File: config.mk
export PLATFORM = sky130hd
export DESIGN_NAME = umi_out_arbiter_flat
export DESIGN_NICKNAME = d
export VERILOG_FILES = /design/src/rtl/umi_out_arbiter_if.sv /design/src/rtl/umi_out_arbiter.sv /design/src/flat_wrapper.sv
export SDC_FILE = /design/constraint.sdc
export NUM_CORES = 1
export LEC_CHECK = 0
export CAP_MARGIN = 30
export CELL_PAD_IN_SITES_DETAIL_PLACEMENT = 0
export CELL_PAD_IN_SITES_GLOBAL_PLACEMENT = 1
export CORE_AREA = 4 4 507 509
export DETAILED_ROUTE_END_ITERATION = 6
export DIE_AREA = 0 0 511 513
export DONT_BUFFER_PORTS = 1
export PLACE_DENSITY = 0.3
export SLEW_MARGIN = 20
export SYNTH_ARGS = -nofsm -noshare
export SYNTH_HDL_FRONTEND = slang
export SYNTH_SLANG_ARGS = --single-unit
export TNS_END_PERCENT = 5
File: constraint.sdc
create_clock -name clk -period 3.4 [get_ports clk]
set_input_delay 0.34 -clock clk [delete_from_list [all_inputs] [get_ports clk]]
set_output_delay 0.34 -clock clk [all_outputs]
set_load 0.1 [all_outputs]
File: src/rtl/umi_out_arbiter_if.sv
// Handshake bundle between the requesters, the shared UMI link and the arbiter.
interface umi_out_arbiter_if #(
  parameter int unsigned N = 2
);
  logic [N*256-1:0] req_packet;
  logic [N-1:0]     req_valid;
  logic [N-1:0]     req_ready;
  logic [255:0]     umi_out_packet;
  logic             umi_out_valid;
  logic             umi_out_ready;
  logic [255:0]     umi_in_packet;
  logic             umi_in_valid;
  logic             umi_in_ready;
  logic [255:0]     rsp_packet;
  logic [N-1:0]     rsp_valid;
  logic [N-1:0]     rsp_ready;

  modport slave (
    input  req_packet, req_valid, umi_out_ready, umi_in_packet, umi_in_valid, rsp_ready,
    output req_ready, umi_out_packet, umi_out_valid, umi_in_ready, rsp_packet, rsp_valid
  );

  modport master (
    output req_packet, req_valid, umi_out_ready, umi_in_packet, umi_in_valid, rsp_ready,
    input  req_ready, umi_out_packet, umi_out_valid, umi_in_ready, rsp_packet, rsp_valid
  );
endinterface

File: src/rtl/umi_out_arbiter.sv
// Round-robin arbiter onto one UMI outbound port; read responses are routed
// back to their issuer through an in-order requester-ID FIFO.
module umi_out_arbiter #(
  parameter int unsigned N        = 2,
  parameter int unsigned DEPTH    = 4,
  parameter logic [7:0]  UMI_READ = 8'h08
) (
  input  logic                     clk,
  input  logic                     nreset,
  umi_out_arbiter_if.slave         bus,
  output logic                     err_unexpected,
  output logic [$clog2(DEPTH):0]   outstanding
);

  localparam int unsigned IW = $clog2(N);
  localparam int unsigned AW = $clog2(DEPTH);
  localparam logic [AW:0] CNT_FULL = (AW+1)'(DEPTH);

  typedef enum logic {IDLE, SEND} state_t;

  state_t          state, state_nxt;
  logic [IW-1:0]   last_grant;
  logic [IW-1:0]   grant;
  logic            found;
  int unsigned     idx;
  logic [N-1:0]    is_read;
  logic [N-1:0]    eligible;
  logic [N-1:0]    req_ready_c;
  logic            accept;
  logic            push;
  logic            pop;
  logic            drop;
  logic [255:0]    out_packet;
  logic            out_valid;
  logic            err;

  logic [IW-1:0]   id_fifo [DEPTH];
  logic [AW-1:0]   wr_ptr, rd_ptr;
  logic [AW:0]     count;
  logic            fifo_full, fifo_empty;
  logic [IW-1:0]   head;
  logic [N-1:0]    rsp_valid_c;
  logic            umi_in_ready_c;

  assign fifo_full  = (count == CNT_FULL);
  assign fifo_empty = (count == '0);
  assign head       = id_fifo[rd_ptr];

  // A read may only be granted while there is room to remember its issuer.
  always_comb begin
    is_read  = '0;
    eligible = '0;
    for (int unsigned i = 0; i < N; i++) begin
      is_read[i]  = (bus.req_packet[i*256 +: 8] == UMI_READ);
      eligible[i] = bus.req_valid[i] && !(is_read[i] && fifo_full);
    end
  end

  // Search starts just after the previous winner so every requester gets a turn.
  always_comb begin
    found = 1'b0;
    grant = last_grant;
    idx   = 0;
    for (int unsigned k = 1; k <= N; k++) begin
      idx = (32'(last_grant) + k) % N;
      if (!found && eligible[IW'(idx)]) begin
        found = 1'b1;
        grant = IW'(idx);
      end
    end
  end

  always_comb begin
    state_nxt   = state;
    req_ready_c = '0;
    accept      = 1'b0;
    case (state)
      IDLE: begin
        if (found) begin
          req_ready_c[grant] = 1'b1;
          accept             = 1'b1;
          state_nxt          = SEND;
        end
      end
      SEND: begin
        if (bus.umi_out_ready) state_nxt = IDLE;
      end
      default: state_nxt = IDLE;
    endcase
  end

  assign push = accept && is_read[grant];

  // Responses with nothing outstanding are swallowed so the link never wedges.
  always_comb begin
    rsp_valid_c    = '0;
    umi_in_ready_c = 1'b0;
    if (!fifo_empty) begin
      rsp_valid_c[head] = bus.umi_in_valid;
      umi_in_ready_c    = bus.rsp_ready[head];
    end else begin
      umi_in_ready_c = bus.umi_in_valid;
    end
  end

  assign pop  = !fifo_empty && bus.umi_in_valid && umi_in_ready_c;
  assign drop = fifo_empty && bus.umi_in_valid;

  always_ff @(posedge clk or negedge nreset) begin
    if (!nreset) begin
      state      <= IDLE;
      last_grant <= IW'(N-1);
      out_packet <= '0;
      out_valid  <= 1'b0;
      wr_ptr     <= '0;
      rd_ptr     <= '0;
      count      <= '0;
      err        <= 1'b0;
    end else begin
      state <= state_nxt;
      if (accept) begin
        out_packet <= bus.req_packet[32'(grant)*256 +: 256];
        out_valid  <= 1'b1;
        last_grant <= grant;
      end else if (state == SEND && bus.umi_out_ready) begin
        out_valid <= 1'b0;
      end
      if (push) wr_ptr <= wr_ptr + AW'(1);
      if (pop)  rd_ptr <= rd_ptr + AW'(1);
      count <= count + (AW+1)'(push) - (AW+1)'(pop);
      if (drop) err <= 1'b1;
    end
  end

  always_ff @(posedge clk) begin
    if (push) id_fifo[wr_ptr] <= grant;
  end

  assign bus.req_ready      = req_ready_c;
  assign bus.umi_out_packet = out_packet;
  assign bus.umi_out_valid  = out_valid;
  assign bus.umi_in_ready   = umi_in_ready_c;
  assign bus.rsp_packet     = bus.umi_in_packet;
  assign bus.rsp_valid      = rsp_valid_c;
  assign err_unexpected     = err;
  assign outstanding        = count;

endmodule

File: src/flat_wrapper.sv
// flat-port wrapper written by rule: the top's interface ports become plain ports
module umi_out_arbiter_flat 
#(
  parameter int unsigned N        = 2,
  parameter int unsigned DEPTH    = 4,
  parameter logic [7:0]  UMI_READ = 8'h08
)
  (clk, nreset, err_unexpected, outstanding, bus_req_packet, bus_req_valid, bus_umi_out_ready, bus_umi_in_packet, bus_umi_in_valid, bus_rsp_ready, bus_req_ready, bus_umi_out_packet, bus_umi_out_valid, bus_umi_in_ready, bus_rsp_packet, bus_rsp_valid);
  umi_out_arbiter_if #(.N(N)) bus_i ();
  input  logic clk;
  input  logic nreset;
  output logic err_unexpected;
  output logic [$clog2(DEPTH):0] outstanding;
  input wire logic [$bits(bus_i.req_packet)-1:0] bus_req_packet;
  input wire logic [$bits(bus_i.req_valid)-1:0] bus_req_valid;
  input wire logic [$bits(bus_i.umi_out_ready)-1:0] bus_umi_out_ready;
  input wire logic [$bits(bus_i.umi_in_packet)-1:0] bus_umi_in_packet;
  input wire logic [$bits(bus_i.umi_in_valid)-1:0] bus_umi_in_valid;
  input wire logic [$bits(bus_i.rsp_ready)-1:0] bus_rsp_ready;
  output wire logic [$bits(bus_i.req_ready)-1:0] bus_req_ready;
  output wire logic [$bits(bus_i.umi_out_packet)-1:0] bus_umi_out_packet;
  output wire logic [$bits(bus_i.umi_out_valid)-1:0] bus_umi_out_valid;
  output wire logic [$bits(bus_i.umi_in_ready)-1:0] bus_umi_in_ready;
  output wire logic [$bits(bus_i.rsp_packet)-1:0] bus_rsp_packet;
  output wire logic [$bits(bus_i.rsp_valid)-1:0] bus_rsp_valid;
  assign bus_i.req_packet = bus_req_packet;
  assign bus_i.req_valid = bus_req_valid;
  assign bus_i.umi_out_ready = bus_umi_out_ready;
  assign bus_i.umi_in_packet = bus_umi_in_packet;
  assign bus_i.umi_in_valid = bus_umi_in_valid;
  assign bus_i.rsp_ready = bus_rsp_ready;
  assign bus_req_ready = bus_i.req_ready;
  assign bus_umi_out_packet = bus_i.umi_out_packet;
  assign bus_umi_out_valid = bus_i.umi_out_valid;
  assign bus_umi_in_ready = bus_i.umi_in_ready;
  assign bus_rsp_packet = bus_i.rsp_packet;
  assign bus_rsp_valid = bus_i.rsp_valid;
  umi_out_arbiter #(.N(N), .DEPTH(DEPTH), .UMI_READ(UMI_READ)) u_core (.clk(clk), .nreset(nreset), .bus(bus_i), .err_unexpected(err_unexpected), .outstanding(outstanding));
endmodule
Yosys cells after proc, flatten, opt, wreduce, memory -nomap -nowiden
Memory sizes are Yosys's and may differ from the RTL's.
Cells that the tools add are included.

operators by class
  add/sub/neg operators = 6
  multiply operators = 0
  divide/modulo/power cells = 0
  $lt $le $gt $ge = 6
  equal/unequal tests = 3
  shift-type cells = 1
  multiplexer cells = 28
  bitwise gates (word level) = 2
  reduce and logical (&&, ||, !) cells = 18

operator list
  operator                                                    number
  indexed part select 512 x 10 -> 256 bit                     1
  2-to-1 mux 1 bit                                            22
  == test 8 x 4 -> 1 bit, second input constant               2
  logical AND 1 bit                                           12
  less-than comparator 1 x 2 -> 1 bit, second input constant  4
  2-to-1 mux 2 bit                                            3
  adder 2 x 1 -> 2 bit, second input constant                 2
  zero test 1 bit                                             4
  adder 3 x 1 -> 3 bit                                        1
  == test 3 bit, second input constant                        1
  zero test 3 bit                                             1
  subtractor 3 x 1 -> 3 bit                                   1
  adder 1 bit, second input constant                          2
  AND 2 bit                                                   1
  demux 1 bit (select 1 bit)                                  2
  greater-or-equal comparator 1 bit, second input constant    2
  one-hot mux 1 bit (2 select lines)                          1
  nonzero test 2 bit                                          1
  inverter 1 bit                                              1

storage, ports and cells
  register bits after elaboration = 267
  latch bits = 0
  memory bits (writable) = 4
  memory bits (read-only) = 0
  output and inout bits = 522
  word-level logic and storage cells = 73
  memories = 1

memory list
  name            depth  width  rd ports  clocked after Yosys merged registers in  wr ports  line                   RTL
  u_core.id_fifo  4      1      1         0                                        1         umi_out_arbiter.sv:37  logic [IW-1:0] id_fifo [DEPTH];

Longest topological paths before layout
Gate-level depths: netlist of the first run.

  word-level depth = 16
  mapped depth = 10
  depth with buffers taken out = 9

Worst setup path after synthesis of the first run
OpenSTA, ideal clock, no wires.

  path type = flip-flop to output port
  from = reg u_core.count[0] (netlist: u_core.outstanding[0])
  to = out bus_umi_in_ready
  arrival time = 2.879 ns
  slack = 0.181 ns
  stages on the path, launching flop included = 5
  cell sequence = dfrtp_1 > or3_1 > clkbuf_1 > nor2_1 > a21oi_1

on the way
  cells in the longest elaborated chain, start to end = 2

RTL lines
  item                    line                    RTL
  start, declared         umi_out_arbiter.sv:39   logic [AW:0] count;
  start signal, assigned  umi_out_arbiter.sv:130  count <= count + (AW+1)'(push) - (AW+1)'(pop);
  zero test 3 bit         umi_out_arbiter.sv:46   assign fifo_empty = (count == '0);
  2-to-1 mux 1 bit        umi_out_arbiter.sv:98   if (!fifo_empty) begin
  end, declared           flat_wrapper.sv:23      output wire logic [$bits(bus_i.umi_in_ready)-1:0] bus_umi_in_ready;

No other way between the ends.

Final worst setup path of the first run
  from = reg u_core.count[2] (netlist: u_core.outstanding[2])
  to = reg u_core.out_packet[123] (netlist: u_core.bus.umi_out_packet[123])

on the way
  cells in the longest elaborated chain, start to end = 12
  elaborated cells on any way between the ends = 20

RTL lines
  item                                                                              line                    RTL
  == test 3 bit *                                                                   umi_out_arbiter.sv:45   assign fifo_full = (count == CNT_FULL);
  branches (longest 11 deep; another with indexed part select 512 x 10 -> 256 bit)  n/a
  end signal, assigned                                                              umi_out_arbiter.sv:122  out_packet <= bus.req_packet[32'(grant)*256 +: 256];
  end, declared                                                                     umi_out_arbiter.sv:33   logic [255:0] out_packet;

Mark *: on every way between the ends. The select of a mux whose other input is x is not followed.
A chain may end at the register's enable or synchronous reset.

==> results of run 1 <==
==> power breakdown <==
part | total, uW | switching, uW | internal, uW | leakage (uW)
Clock | 4660 | 1940 | 2720 | 0.000684
Combinational | 8600 | 5830 | 2770 | 0.00621
Sequential | 7060 | 3110 | 3950 | 0.00337
==> critical path: cells and delay by family, from the launching register on <==
family,cells,cell delay (ns)
flip-flops,1,0.42
buffers and inverters,3,1.06
AO/OA/AOI/OAI,2,0.63
AND/OR/NAND/NOR,2,0.70
==> worst max path at each step <==
stage                                                            end  slack (ns)  cells past startpoint
final                     u_core.bus.umi_out_packet[123]$_DFFE_PN0P_        0.31                      7
after global placement               u_core.outstanding[2]$_DFF_PN0_        0.59                      9
after detailed placement             u_core.outstanding[2]$_DFF_PN0_        0.64                      9
after global routing                                bus_req_ready[0]        0.11                      5
after floorplan                                     bus_umi_in_ready        0.18                      4
after CTS                                           bus_req_ready[0]        0.07                      5
==> per-layer routing <==
layer,vias up,share of wire (%)
met1,6214,31
met4,8,5.4
met5,-,0.29
met2,885,43
met3,296,20
li1,5243,-
==> layout make-up <==
type | count | area (um2) | area share, %
multi-input cells | 569 | 4710 | 19.2
flip-flops and latches | 271 | 6810 | 27.8
clock inverters | 12 | 158 | 0.643
inverters | 10 | 37.5 | 0.153
diodes | 9 | 22.5 | 0.0919
clock buffers | 67 | 1270 | 5.16
repair buffers | 708 | 7300 | 29.8
well taps | 3366 | 4210 | 17.2
==> kinds of logic (layout without fill, tap and decap cells) <==
kind of cell | after synthesis | in the layout
and+or+nand+nor | 284 | 284
DFF | 271 | 271
adders and majority gates | 7 | 7
other | 0 | 9
muxes | 5 | 5
xor gates and xnor gates | 4 | 4
buffers and inverters | 380 | 797
AOI/OAI and AO/OA | 269 | 269
==> flip-flops by register name, indices dropped and copies added, names as in the netlist <==
name	flops
u_core.bus.umi_out_packet	256
u_core.err_unexpected	1
u_core.bus.umi_out_valid	1
u_core.last_grant	1
u_core.outstanding	3
u_core.state	1
u_core.rd_ptr	2
u_core.id_fifo	4
u_core.wr_ptr	2
==> metrics by stage <==
step	std cells	hold WS, ns	total power (uW)	instance area [um2]	utilization [%]
3_3_place_gp	4374	0.0562	14300	17200	6.79
2_1_floorplan	1220	0.0444	12700	14100	-
6_report	5012	-0.608	20300	24500	9.69
5_1_grt	5008	-0.675	21500	24500	9.69
4_1_cts	5002	-0.714	21000	24500	9.68
3_5_place_dp	4402	0.0540	14800	17800	7.05
==> placed cells by master, fill, tap and decap left out, types with 2 or more instances in the layout <==
master         netlist  layout
dlygate4sd3_1        0     521
and3_1             257     257
dfrtp_1            266     257
a221o_1            256     256
buf_4              256     140
clkbuf_16            0      43
buf_16               0      23
buf_12               0      19
clkbuf_1            62      15
inv_1               10      10
clkbuf_8             0      10
diode_2              0       9
dfrtp_2              0       9
ha_1                 6       6
and2_1               5       5
clkinvlp_4           0       4
buf_1                0       4
edfxtp_1             4       4
nand3_1              3       3
nand2_1              3       3
mux2i_1              3       3
nor2_1               5       3
xnor2_1              3       3
nor4_2               2       2
nor4b_2              2       2
nand4_1              2       2
inv_16               0       2
inv_6                0       2
clkinv_2             0       2
bufinv_16            0       2
==> what timing repair did <==
item	in CTS	in global routing
endpoints found under the setup margin	0	1
endpoints found under the hold margin	533	267
gates resized for setup	0	1
==> impl_metrics.env, run 1 <==
export IMPL_muxShareOfSynthArea_pct=0.454
export IMPL_async_reset_ff_share_pct=98.5
export IMPL_peakVddDrop_v=0.000352
export IMPL_synth_cell_types=41
export IMPL_critical_path_cell_chain="nor3b_4, a311oi_2, nor2b_4, buf_12, buf_12, a221o_1, dlygate4sd3_1"
export IMPL_synthMostInstantiatedCell="dfrtp_1"
export IMPL_synth_cells=1220
export IMPL_clk_pin_slew_ns=0.06
export IMPL_gp_congestion=0.729
export IMPL_drc_errors=0
export IMPL_endpoint_kind="flop"
export IMPL_ys_ff_latch=271
export IMPL_required_ns=3.91
export IMPL_ios=1298
export IMPL_worstPathArrival_ns=3.60
export IMPL_area_delta_synth_final_pct=74.4
export IMPL_rr_startpoint="u_core.outstanding[2]$_DFF_PN0_"
export IMPL_synth_ff_type="dfrtp_1"
export IMPL_cap_viol_max_count=0
export IMPL_timing_rr_end="u_core.bus.umi_out_packet[123]$_DFFE_PN0P_"
export IMPL_tns_ns=0
export IMPL_holdBufCountCts=521
export IMPL_hold_viol=267
export IMPL_numPortBuffers=0
export IMPL_reg2reg_depth=7
export IMPL_tightest_slew_ns=1.06
export IMPL_crit_type="flop to flop"
export IMPL_die_h_um=513
export IMPL_globalRouteMet1Util_pct=8.28
export IMPL_rsz0062_at_grt="false"
export IMPL_numCtsBuffers=43
export IMPL_p_leak_uw=0.0103
export IMPL_dieWidth_um=511
export IMPL_power_density_mw_per_mm2=829
export IMPL_relSlewSlack_pct=29.1
export IMPL_overflow=0
export IMPL_outcome="complete, but fails checks"
export IMPL_coreArea_mm2=0.253
export IMPL_start_util_pct=5.56
export IMPL_yosys_warnings=0
export IMPL_synth_area_leaders="dfrtp_1 (47%), a221o_1 (18%), buf_4 (14%), and3_1 (11%), buf_6 (1.9%)"
export IMPL_grt_pass1_vias=13982
export IMPL_crit_path_top_delay_cell="dlygate4sd3_1"
export IMPL_yosysTopAreaCell="dfrtp_1"
export IMPL_yosysSeqAreaShare_pct=48.4
export IMPL_drtIter0Drc=622
export IMPL_synthXorXnorAreaFrac_pct=0.249
export IMPL_synthTopCellsByCount="dfrtp_1 (266), and3_1 (257), a221o_1 (256), buf_4 (256), clkbuf_1 (62)"
export IMPL_drive_gt1_share_pct=16.6
export IMPL_crit_start="u_core.outstanding[2]$_DFF_PN0_"
export IMPL_grt_use_total_pct=9.11
export IMPL_worst_skew_pair_late_latency_ns=0.64
export IMPL_slowest_delay_ns=0.58
export IMPL_post_place_ws_ns=0.641
export IMPL_grt_start_max_net_pins=268
export IMPL_cts_num_sinks=271
export IMPL_avgSynthCellArea_um2=11.5
export IMPL_cp_max_fo=43
export IMPL_violations="hold timing"
export IMPL_syn_area_mm2=0.0141
export IMPL_start_kind="flop"
export IMPL_htree_levels=2
export IMPL_synth_top_family_by_area="compound AO/OA/AOI/OAI gates"
export IMPL_slew_violations=0
export IMPL_period_minus_slack_ns=3.09
export IMPL_postCtsSetupBuffers=0
export IMPL_cts_buffer_depth=3
export IMPL_synth_edff_count=4
export IMPL_fin_skew_ns=0.0208
export IMPL_holdWs_ns=-0.608
export IMPL_fmax_mhz=323
export IMPL_setup_ws_ns=0.306
export IMPL_critPathMostFrequentCell="buf_12"
export IMPL_synthAdderAreaFrac_pct=0.676
export IMPL_wl_um=125000
export IMPL_synth_simple_area_share_pct=12.8
export IMPL_synthDominantCellAreaShare_pct=47.3
export IMPL_via_per_inst=2.52
export IMPL_hp_class="primary input to asynchronous set/reset pin"
export IMPL_ant_nets=0
export IMPL_dr_pass1_iters=4
export IMPL_period_share_pct=91.0
export IMPL_nNetsFinal=2386
export IMPL_wire_per_inst_um=24.8
export IMPL_cts_root_buf="clkbuf_16"
export IMPL_num_fill_cells=29128
export IMPL_setup_viol=0
export IMPL_num_rows=185
export IMPL_grt_met3_usage_pct=8.39
export IMPL_antenna_found_initial=34
export IMPL_vias=12646
export IMPL_reg2reg_slack_ns=0.31
export IMPL_synthesis_nets=2003
export IMPL_grtUsageMet2_pct=13.7
export IMPL_synth_compound_area_share_pct=19.0
export IMPL_grt_busiest_layer="met2"
export IMPL_dp_hpwl_um=101000
export IMPL_dieArea_mm2=0.262
export IMPL_cts_tree="done"
export IMPL_grt_pass1_wl_um=157000
No activity file was read; power rests on OpenSTA's default activity.
==> run 2, diff against run 1 <==
--- a/config.mk
+++ b/config.mk
@@ -6,8 +6,6 @@
 export NUM_CORES = 1
 export LEC_CHECK = 0
 export CAP_MARGIN = 30
-export CELL_PAD_IN_SITES_DETAIL_PLACEMENT = 0
-export CELL_PAD_IN_SITES_GLOBAL_PLACEMENT = 1
 export CORE_AREA = 4 4 507 509
 export DETAILED_ROUTE_END_ITERATION = 6
 export DIE_AREA = 0 0 511 513
==> impl_metrics.env, run 2 (same netlist as run 1, synthesis figures left out) <==
export IMPL_outcome="complete, but fails checks"
export IMPL_violations="hold timing"
export IMPL_peakVddDrop_v=0.000571
export IMPL_slowest_delay_ns=0.58
export IMPL_period_share_pct=95.5
export IMPL_cts_buffer_depth=3
export IMPL_cap_viol_max_count=0
export IMPL_crit_type="flop to flop"
export IMPL_num_fill_cells=29134
export IMPL_vias=12890
export IMPL_largest_reg_flops=256
export IMPL_nNetsFinal=2392
export IMPL_postCtsSetupBuffers=0
export IMPL_cts_root_buf="clkbuf_16"
export IMPL_power_density_mw_per_mm2=836
export IMPL_cts_tree="done"
export IMPL_grt_pass1_vias=14012
export IMPL_start_kind="flop"
export IMPL_dieWidth_um=511
export IMPL_coreArea_mm2=0.253
export IMPL_relSlewSlack_pct=28.9
export IMPL_drive_gt1_share_pct=17.6
export IMPL_numPortBuffers=0
export IMPL_start_util_pct=5.56
export IMPL_final_cells=5020
export IMPL_clk_pin_slew_ns=0.06
export IMPL_num_rows=185
export IMPL_overflow=0
export IMPL_cp_max_fo=157
export IMPL_final_cell_mix="dlygate4sd3_1 (518), and3_1 (257), a221o_1 (256)"
export IMPL_drtIter0Drc=918
export IMPL_hold_viol=267
export IMPL_period_minus_slack_ns=3.25
export IMPL_area_delta_synth_final_pct=75.2
export IMPL_grt_use_total_pct=9.87
export IMPL_hp_class="primary input to asynchronous set/reset pin"
export IMPL_ios=1298
export IMPL_htree_levels=2
export IMPL_dp_hpwl_um=112000
export IMPL_required_ns=3.90
export IMPL_numCtsBuffers=42
export IMPL_dieArea_mm2=0.262
export IMPL_fmax_mhz=308
export IMPL_ant_nets=0
export IMPL_p_leak_uw=0.0103
export IMPL_worst_skew_pair_late_latency_ns=0.65
export IMPL_critical_path_cell_chain="nor3b_4, a311oi_4, buf_12, and3_1, a221o_1, dlygate4sd3_1"
export IMPL_post_place_ws_ns=0.663
export IMPL_dr_pass1_iters=5
export IMPL_dp_cells=4411
export IMPL_grt_start_max_net_pins=268
export IMPL_crit_path_top_delay_cell="nor3b_4"
export IMPL_gp_congestion=0.740
export IMPL_final_common_cell="dlygate4sd3_1"
export IMPL_cts_num_sinks=271
export IMPL_holdWs_ns=-0.604
export IMPL_grt_pass1_wl_um=168000
export IMPL_final_core_util_pct=9.74
export IMPL_drc_errors=0
export IMPL_setup_viol=0
export IMPL_endpoint_kind="flop"
export IMPL_antenna_found_initial=36
export IMPL_wire_per_inst_um=26.9
export IMPL_worstPathArrival_ns=3.75
export IMPL_holdBufCountCts=518
export IMPL_rsz0062_at_grt="true"
export IMPL_wl_um=135000
export IMPL_setup_ws_ns=0.153
export IMPL_reg2reg_depth=6
export IMPL_die_h_um=513
export IMPL_slew_violations=0
export IMPL_tightest_slew_ns=1.07
export IMPL_via_per_inst=2.57
export IMPL_fin_skew_ns=0.0398
[run 2: changes by cell type in the layout (fill, tap and decap cells not counted), moves of 4 or more]
cell,delta
dfrtp_2,+13
clkbuf_8,-6
buf_16,+6
dfrtp_1,-13
buf_1,+4
diode_2,+5
[run 2: routing by layer]
layer	GRT usage (%)	wire length, um	up-vias
met5	0.183	63	-
met4	5.05	7780	2
met3	7.87	23700	313
met2	15.9	61600	893
met1	8.84	41900	6433
li1	-	-	5249
[run 2: area by class of cell]
class | instances | area (um2) | area share (%)
multi-input cells | 569 | 4700 | 19.1
diodes | 14 | 35.0 | 0.142
clock buffers | 57 | 1150 | 4.66
clock inverters | 18 | 215 | 0.874
well taps | 3366 | 4210 | 17.1
repair buffers | 715 | 7460 | 30.3
flip-flops and latches | 271 | 6830 | 27.7
inverters | 10 | 37.5 | 0.152
[run 2: final timing paths]
check | from | end | slack (ns)
worst min-delay path | nreset | u_core.bus.umi_out_packet[20]$_DFFE_PN0P_ | -0.60
worst max-delay path | u_core.outstanding[0]$_DFF_PN0_ | u_core.bus.umi_out_packet[86]$_DFFE_PN0P_ | 0.15
worst max register to register | u_core.outstanding[0]$_DFF_PN0_ | u_core.bus.umi_out_packet[86]$_DFFE_PN0P_ | 0.15
min in group clk | bus_req_packet[391] | u_core.bus.umi_out_packet[135]$_DFFE_PN0P_ | 0.12
worst min register to register | u_core.rd_ptr[0]$_DFFE_PN0P_ | u_core.rd_ptr[0]$_DFFE_PN0P_ | 0.52
max in group asynchronous | nreset | u_core.bus.umi_out_packet[124]$_DFFE_PN0P_ | 3.17
[run 2: what timing repair did]
action	CTS	global route
endpoints found under the setup margin	0	76
resized for setup	0	2
endpoints found under the hold margin	528	267
[run 2: report_power, final]
group / internal [uW] / leakage (uW) / switching (uW) / total (uW)
Clock: 2610 / 0.000654 / 1940 / 4550
Sequential: 3960 / 0.00335 / 3240 / 7190
Combinational: 2850 / 0.00627 / 5990 / 8840
[run 2: worst max-delay path, delay by kind of cell (launching register included)]
kind / cells / cell delay (ns)
flip-flops: 1 / 0.41
AO/OA/AOI/OAI: 2 / 0.55
AND/OR/NAND/NOR: 2 / 1.01
buffers and inverters: 2 / 0.88
[run 2: metrics by stage]
stage          TNS [ns]  power, uW  hold slack, ns  instance area [um2]
3_3_place_gp          0      14600          0.0542                17200
3_5_place_dp          0      15200          0.0549                18000
4_1_cts               0      21300          -0.691                24600
2_1_floorplan         0      12700          0.0444                14100
6_report              0      20600          -0.604                24600
5_1_grt         -0.0325      21700          -0.660                24600
